==> src/rtl/uart_rx_word_ctrl.sv <==
// Assembles consecutive UART bytes into a little-endian word with a valid/ready
// output handshake, an inter-byte timeout and an overrun flag for bytes dropped while a word is held.
module uart_rx_word_ctrl #(
  parameter int unsigned DATA_BITS      = 8,
  parameter int unsigned BYTES_PER_WORD = 4,
  parameter int unsigned TIMEOUT_TICKS  = 2048
) (
  input  logic                                  clk,
  input  logic                                  reset,
  input  logic                                  s_tick,
  input  logic                                  rx_done_tick,
  input  logic [DATA_BITS-1:0]                  rx_data,
  input  logic                                  word_ready,
  output logic                                  word_valid,
  output logic [DATA_BITS*BYTES_PER_WORD-1:0]   word_data,
  output logic                                  overrun,
  output logic                                  timeout_err
);

  localparam int unsigned WORD_W = DATA_BITS * BYTES_PER_WORD;
  localparam int unsigned CNT_W  = $clog2(BYTES_PER_WORD);
  localparam int unsigned TMO_W  = $clog2(TIMEOUT_TICKS);
  localparam logic [CNT_W-1:0] LAST_LANE = CNT_W'(BYTES_PER_WORD - 1);
  localparam logic [TMO_W-1:0] TMO_LAST  = TMO_W'(TIMEOUT_TICKS - 1);

  typedef enum logic [1:0] {
    IDLE    = 2'd0,
    COLLECT = 2'd1,
    HOLD    = 2'd2
  } state_e;

  state_e             state_q, state_d;
  logic [CNT_W-1:0]   cnt_q, cnt_d;
  logic [TMO_W-1:0]   tmo_q, tmo_d;
  logic [WORD_W-1:0]  word_data_q, word_data_d;
  logic               word_valid_q, word_valid_d;
  logic               overrun_q, overrun_d;
  logic               timeout_err_q, timeout_err_d;
  logic               wr_en;
  logic [CNT_W-1:0]   wr_lane;

  // Next-state, lane write and pulse generation
  always_comb begin
    state_d       = state_q;
    cnt_d         = cnt_q;
    tmo_d         = tmo_q;
    word_data_d   = word_data_q;
    overrun_d     = 1'b0;
    timeout_err_d = 1'b0;
    wr_en         = 1'b0;
    wr_lane       = cnt_q;

    unique case (state_q)
      IDLE: begin
        if (rx_done_tick) begin
          wr_en   = 1'b1;
          wr_lane = '0;
          cnt_d   = CNT_W'(1);
          tmo_d   = '0;
          state_d = COLLECT;
        end
      end
      COLLECT: begin
        if (rx_done_tick) begin
          wr_en = 1'b1;
          tmo_d = '0;
          if (cnt_q == LAST_LANE) begin
            cnt_d   = '0;
            state_d = HOLD;
          end else begin
            cnt_d = cnt_q + CNT_W'(1);
          end
        end else if (s_tick) begin
          if (tmo_q == TMO_LAST) begin
            cnt_d         = '0;
            tmo_d         = '0;
            timeout_err_d = 1'b1;
            state_d       = IDLE;
          end else begin
            tmo_d = tmo_q + TMO_W'(1);
          end
        end
      end
      HOLD: begin
        // A byte arriving with the handshake starts the next word instead of overrunning
        if (word_ready) begin
          if (rx_done_tick) begin
            wr_en   = 1'b1;
            wr_lane = '0;
            cnt_d   = CNT_W'(1);
            tmo_d   = '0;
            state_d = COLLECT;
          end else begin
            state_d = IDLE;
          end
        end else if (rx_done_tick) begin
          overrun_d = 1'b1;
        end
      end
      default: begin
        state_d = IDLE;
        cnt_d   = '0;
        tmo_d   = '0;
      end
    endcase

    for (int unsigned k = 0; k < BYTES_PER_WORD; k++) begin
      if (wr_en && (wr_lane == CNT_W'(k))) begin
        word_data_d[k*DATA_BITS +: DATA_BITS] = rx_data;
      end
    end

    word_valid_d = (state_d == HOLD);
  end

  always_ff @(posedge clk or posedge reset) begin
    if (reset) begin
      state_q       <= IDLE;
      cnt_q         <= '0;
      tmo_q         <= '0;
      word_data_q   <= '0;
      word_valid_q  <= 1'b0;
      overrun_q     <= 1'b0;
      timeout_err_q <= 1'b0;
    end else begin
      state_q       <= state_d;
      cnt_q         <= cnt_d;
      tmo_q         <= tmo_d;
      word_data_q   <= word_data_d;
      word_valid_q  <= word_valid_d;
      overrun_q     <= overrun_d;
      timeout_err_q <= timeout_err_d;
    end
  end

  assign word_valid  = word_valid_q;
  assign word_data   = word_data_q;
  assign overrun     = overrun_q;
  assign timeout_err = timeout_err_q;

endmodule
==> config.mk <==
export PLATFORM = sky130hd
export DESIGN_NAME = uart_rx_word_ctrl
export DESIGN_NICKNAME = d
export VERILOG_FILES = /design/src/rtl/uart_rx_word_ctrl.sv
export SDC_FILE = /design/constraint.sdc
export NUM_CORES = 1
export LEC_CHECK = 0
export CAP_MARGIN = 20
export CORE_UTILIZATION = 45
export CTS_BUF_LIST = sky130_fd_sc_hd__clkbuf_4 sky130_fd_sc_hd__clkbuf_8
export CTS_CLUSTER_DIAMETER = 150
export CTS_CLUSTER_SIZE = 20
export DETAILED_ROUTE_END_ITERATION = 10
export PLACE_DENSITY = 0.79
export SETUP_SLACK_MARGIN = 0.2
export SLEW_MARGIN = 20
export SYNTH_ARGS = -nofsm -noshare
export SYNTH_HDL_FRONTEND = slang
export SYNTH_SLANG_ARGS = --single-unit
==> constraint.sdc <==
create_clock -name clk -period 2.1 [get_ports clk]
set_input_delay 0.42 -clock clk [delete_from_list [all_inputs] [get_ports clk]]
set_output_delay 0.42 -clock clk [all_outputs]
set_load 0.1 [all_outputs]
# Yosys cells after proc, flatten, opt, wreduce, memory -nomap -nowiden
# Index checks and enable logic that the tools add are counted.
totals:
  out_inout_bits: 35
  word_cells: 65
  reg_bits: 50
  inputBits: 13
op_classes:
  n_eq_ne: 11
  reduce_logical: 9
  muxes: 33
  addsub: 2
op_table:
  columns: ["operator", "n"]
  rows:
  - ["11-bit 2-to-1 mux", 5]
  - ["11-bit case mux with 3 select lines", 1]
  - ["2-bit 2-to-1 mux", 14]
  - ["2-bit case mux with 3 select lines", 2]
  - ["11-bit by 1-bit adder with 11-bit output, second input constant", 1]
  - ["11-bit equality test, second input constant", 1]
  - ["2-bit equality test, second input constant", 5]
  - ["1-bit 2-to-1 mux", 9]
  - ["3-bit != test, second input constant", 2]
  - ["2-bit by 1-bit equality test with 1-bit output, second input constant", 2]
  - ["1-bit logical AND", 4]
  - ["2-bit zero test", 2]
  - ["2-bit case mux with 2 select lines", 1]
  - ["3-bit AND reduction", 1]
  - ["2-bit by 1-bit adder with 2-bit output, second input constant", 1]
  - ["2-bit != test, second input constant", 1]
  - ["1-bit case mux with 2 select lines", 1]
  - ["2-bit AND reduction", 1]
  - ["2-bit OR reduction", 1]

# Longest topological paths before layout
depth:
  word_depth: 6
  depth_mapped: 6

# Worst setup path after synthesis
# Ideal clock, no wire load.
synth_path:
  path_type: "register to register"
  start: "register tmo_q[0]"
  end: "register tmo_q[8]"
  arrival_time_ns: 1.596
  required_ns: 2.005
  n_path_buf: 0
  path_stages_with_launch: 7
  setup_ns: 0.095
  period_less_slack_ns: 1.691
  path_slack_ns: 0.409
  path_cell_list: "dfrtp_1 -> ha_1 -> and4_1 -> and3_4 -> a21oi_2 -> nand2_1 -> o31ai_1"
synth_via:
  elab_chain_cells: 5
  word_cells_on_any_way: 6
synth_rtl:
  columns: ["item", "line_no", "source"]
  rows:
  - ["start: declaration", "34", "logic [TMO_W-1:0] tmo_q, tmo_d;"]
  - ["start signal: assignment", "128", "tmo_q <= tmo_d;"]
  - ["11-bit by 1-bit adder with 11-bit output / 11-bit equality test (equally long branches)", "80, 74", null]
  - ["11-bit 2-to-1 mux (*)", "74", "if (tmo_q == TMO_LAST) begin"]
  - ["11-bit 2-to-1 mux (*)", "73", "end else if (s_tick) begin"]
  - ["11-bit 2-to-1 mux (*)", "64", "if (rx_done_tick) begin"]
  - ["11-bit case mux with 3 select lines (*)", "53", "unique case (state_q)"]
# Every way passes the cells marked *; elsewhere a longest branch is shown, timed or not. The select of a mux whose other input is x is not followed.
# A chain may end at the register's enable or synchronous reset.

# Worst setup path in the final report
layout_path:
  start: "input word_ready"
  end: "register tmo_q[3]"
layout_via:
  elab_chain_cells: 2
layout_rtl:
  columns: ["item", "line_no", "source"]
  rows:
  - ["start: declaration", "13", "input logic word_ready,"]
  - ["2-bit != test (no source line)", null, null]
  - ["2-bit AND reduction (no source line)", null, null]
# No other way between the ends.

==> reports/metrics.yaml <==
status: "finished clean"
fmax_ghz: 0.555
reg2reg_from: "tmo_q[0]"
final_max_slew_viol_count: 0
grt_setup_unrepaired: "no"
cts_tree: "built"
ant_nets: 0
arrival_ns: 2.04
core_um2: 4410
drtIter0Drc: 89
slew_headroom_pct: 74.9
synth_cell_types: 31
numPortBuffers: 47
synthCells: 170
worst-path-max-fanout: 6
multi_input_area_um2: 848
hpwl_um: 3110
tns_ns: 0
drc_errors: 0
insertion_delay_ns: 0.30
fin_nets: 253
path_class: "input port to flop"
num-fill-cells: 367
vias_per_cell: 5.42
grt_max_degree: 51
cts-root-buf: "clkbuf_8"
r2r-end: "tmo_q[8]"
clk_pin_slew_ns: 0.10
syn_nets: 185
setup_viol: 0
ys_warn_count: 0
worstHoldPathType: "input port to asynchronous set/reset pin"
antenna_found_initial: 0
synth_area_per_cell_um2: 12.4
initial_core_util_pct: 47.7
synth_area_leaders: "dfrtp_1 59%, mux2_2 17%, nand2_1 2.7%"
post-route-period-util_pct: 85.8
grt_usage_pct: 19.0
cts.hold.buffers_added: 0
finClkSkew_ns: 0.00869
cts_max_level: 2
worst_slew_pin_slew_ns: 0.371
syn2layout_area_growth_pct: 34.3
layout.area.seq_um2: 1250
dr.pass1.iters: 4
syn_area_um2: 2110
ys_ff_latch: 50
synthFlopType: "dfrtp_1"
die-area_um2: 4960
rr_worst_depth: 6
required_ns: 2.34
vias: 1577
worst_setup_path_end_kind: "flop"
rows: 24
synth_top_cell_by_area: "dfrtp_1"
reg2reg_slack_ns: 0.33
ios: 48
finalHoldViolCount: 0
antenna_cells: 0
die_w_um: 70.4
grt_pass1_wl_um: 7270
final.min_clock_period_ns: 1.80
synth-seq-area-share_pct: 59.4
numCtsBuffers: 5
synth-edff-count: 0
grt_overflow: 0
cts_buffer_depth: 2
cp-start-kind: "input port"
async_flop_share_pct: 100
grt_pass1_vias: 1521
wl_per_cell_um: 14.9
drive_above_1_share_pct: 41.4
synth_top_cell_area_share_pct: 59.4
die_height_um: 70.4
wirelength_um: 4340
cap_violations: 0
cts_sinks: 50
gp_congestion: 0.856
==> layer usage <==
| metal | up-vias | GRT usage (%) | routed length, um |
|---|---|---|---|
| met1 | 782 | 24.3 | 2010 |
| met3 | 2 | 5.05 | 162 |
| met4 | 0 | 5.33 | 22 |
| met2 | 38 | 31.5 | 2140 |
| met5 | - | 0 | 0 |
| li1 | 755 | - | - |
==> registers in the layout (all words and copies together) (netlist names) <==
register     count
word_data       32
overrun          1
tmo_q           11
cnt_q            2
word_valid       1
state_q          2
timeout_err      1
==> kinds of logic after synthesis <==
group	after synthesis	share of synthesized area, %
AOI/OAI and AO/OA	24	7.07
xor gates and xnor gates	2	0.832
adders and majority gates	2	1.19
buffers and inverters	5	1.01
DFF	50	59.4
muxes	32	17.1
and+or+nand+nor	55	13.4
==> metrics by stage <==
| stage | utilization, % | setup WS [ns] | instance area (um^2) | hold slack, ns | std cells |
|---|---|---|---|---|---|
| 2_1_floorplan | - | 0.409 | 2110 | 0.438 | 170 |
| 3_3_place_gp | 61.5 | 0.00900 | 2710 | 0.466 | 283 |
| 3_5_place_dp | 61.5 | -0.0428 | 2710 | 0.473 | 283 |
| 4_1_cts | 63.9 | 0.234 | 2820 | 0.462 | 291 |
| 5_1_grt | 64.1 | 0.212 | 2830 | 0.474 | 291 |
| 6_report | 64.1 | 0.299 | 2830 | 0.456 | 291 |
==> cell usage in the layout (no fill, tap or decap), types with 3 or more instances in the layout <==
cell type | Yosys | routed
nand2_1 | 15 | 14
buf_12 | 0 | 4
a21oi_1 | 4 | 4
o21ai_0 | 8 | 8
clkbuf_8 | 0 | 6
o22ai_1 | 4 | 4
buf_4 | 0 | 47
mux2_2 | 32 | 32
clkdlybuf4s50_1 | 0 | 12
nand3_1 | 9 | 9
nor2_1 | 9 | 8
nand4_1 | 3 | 3
nor2_2 | 2 | 3
dfrtp_1 | 50 | 50
nand2b_1 | 3 | 3
==> cells in the mapped netlist (all sizes together) (3+ instances only) <==
master / n
dfrtp: 50
inv: 3
o21ai: 8
and3: 3
nand4: 3
a21oi: 5
o22ai: 4
nand2: 15
nand3: 9
nand2b: 3
nor2: 11
mux2: 32
==> how the worst max path moves through the flow <==
stage / start / to / slack (ns) / cells past startpoint
3_5_place_dp: rx_done_tick / word_data[16] / -0.04 / 7
5_1_grt: tmo_q[0] / tmo_q[8] / 0.21 / 6
6_report: word_ready / tmo_q[3] / 0.30 / 6
3_3_place_gp: rx_done_tick / word_data[15] / 0.009 / 7
2_1_floorplan: tmo_q[0] / tmo_q[8] / 0.41 / 6
4_1_cts: tmo_q[0] / tmo_q[8] / 0.23 / 6
==> repair_timing <==
action,4_1_cts,5_1_grt
buffers inserted,0,0
gates resized for setup,1,3
endpoints found under the setup margin,1,7
==> layout make-up <==
cell class | instances | area share [%]
Inverter | 3 | 0.398
Clock buffer | 6 | 2.92
Timing Repair Buffer | 63 | 19.5
Multi-Input combinational cell | 115 | 30.0
Clock inverter | 2 | 0.619
Tap cell | 52 | 2.30
Sequential cell | 50 | 44.2
==> critical path: stages <==
cell,delay [ns]
clkdlybuf4s50_1,0.47
nand2b_1,0.14
a21oi_1,0.09
or2_1,0.30
or4_1,0.53
nand3_1,0.09
Power is left out: the tool's default activity adds up to more than one toggle a clock period on the data nets, which glitch-free logic cannot reach.
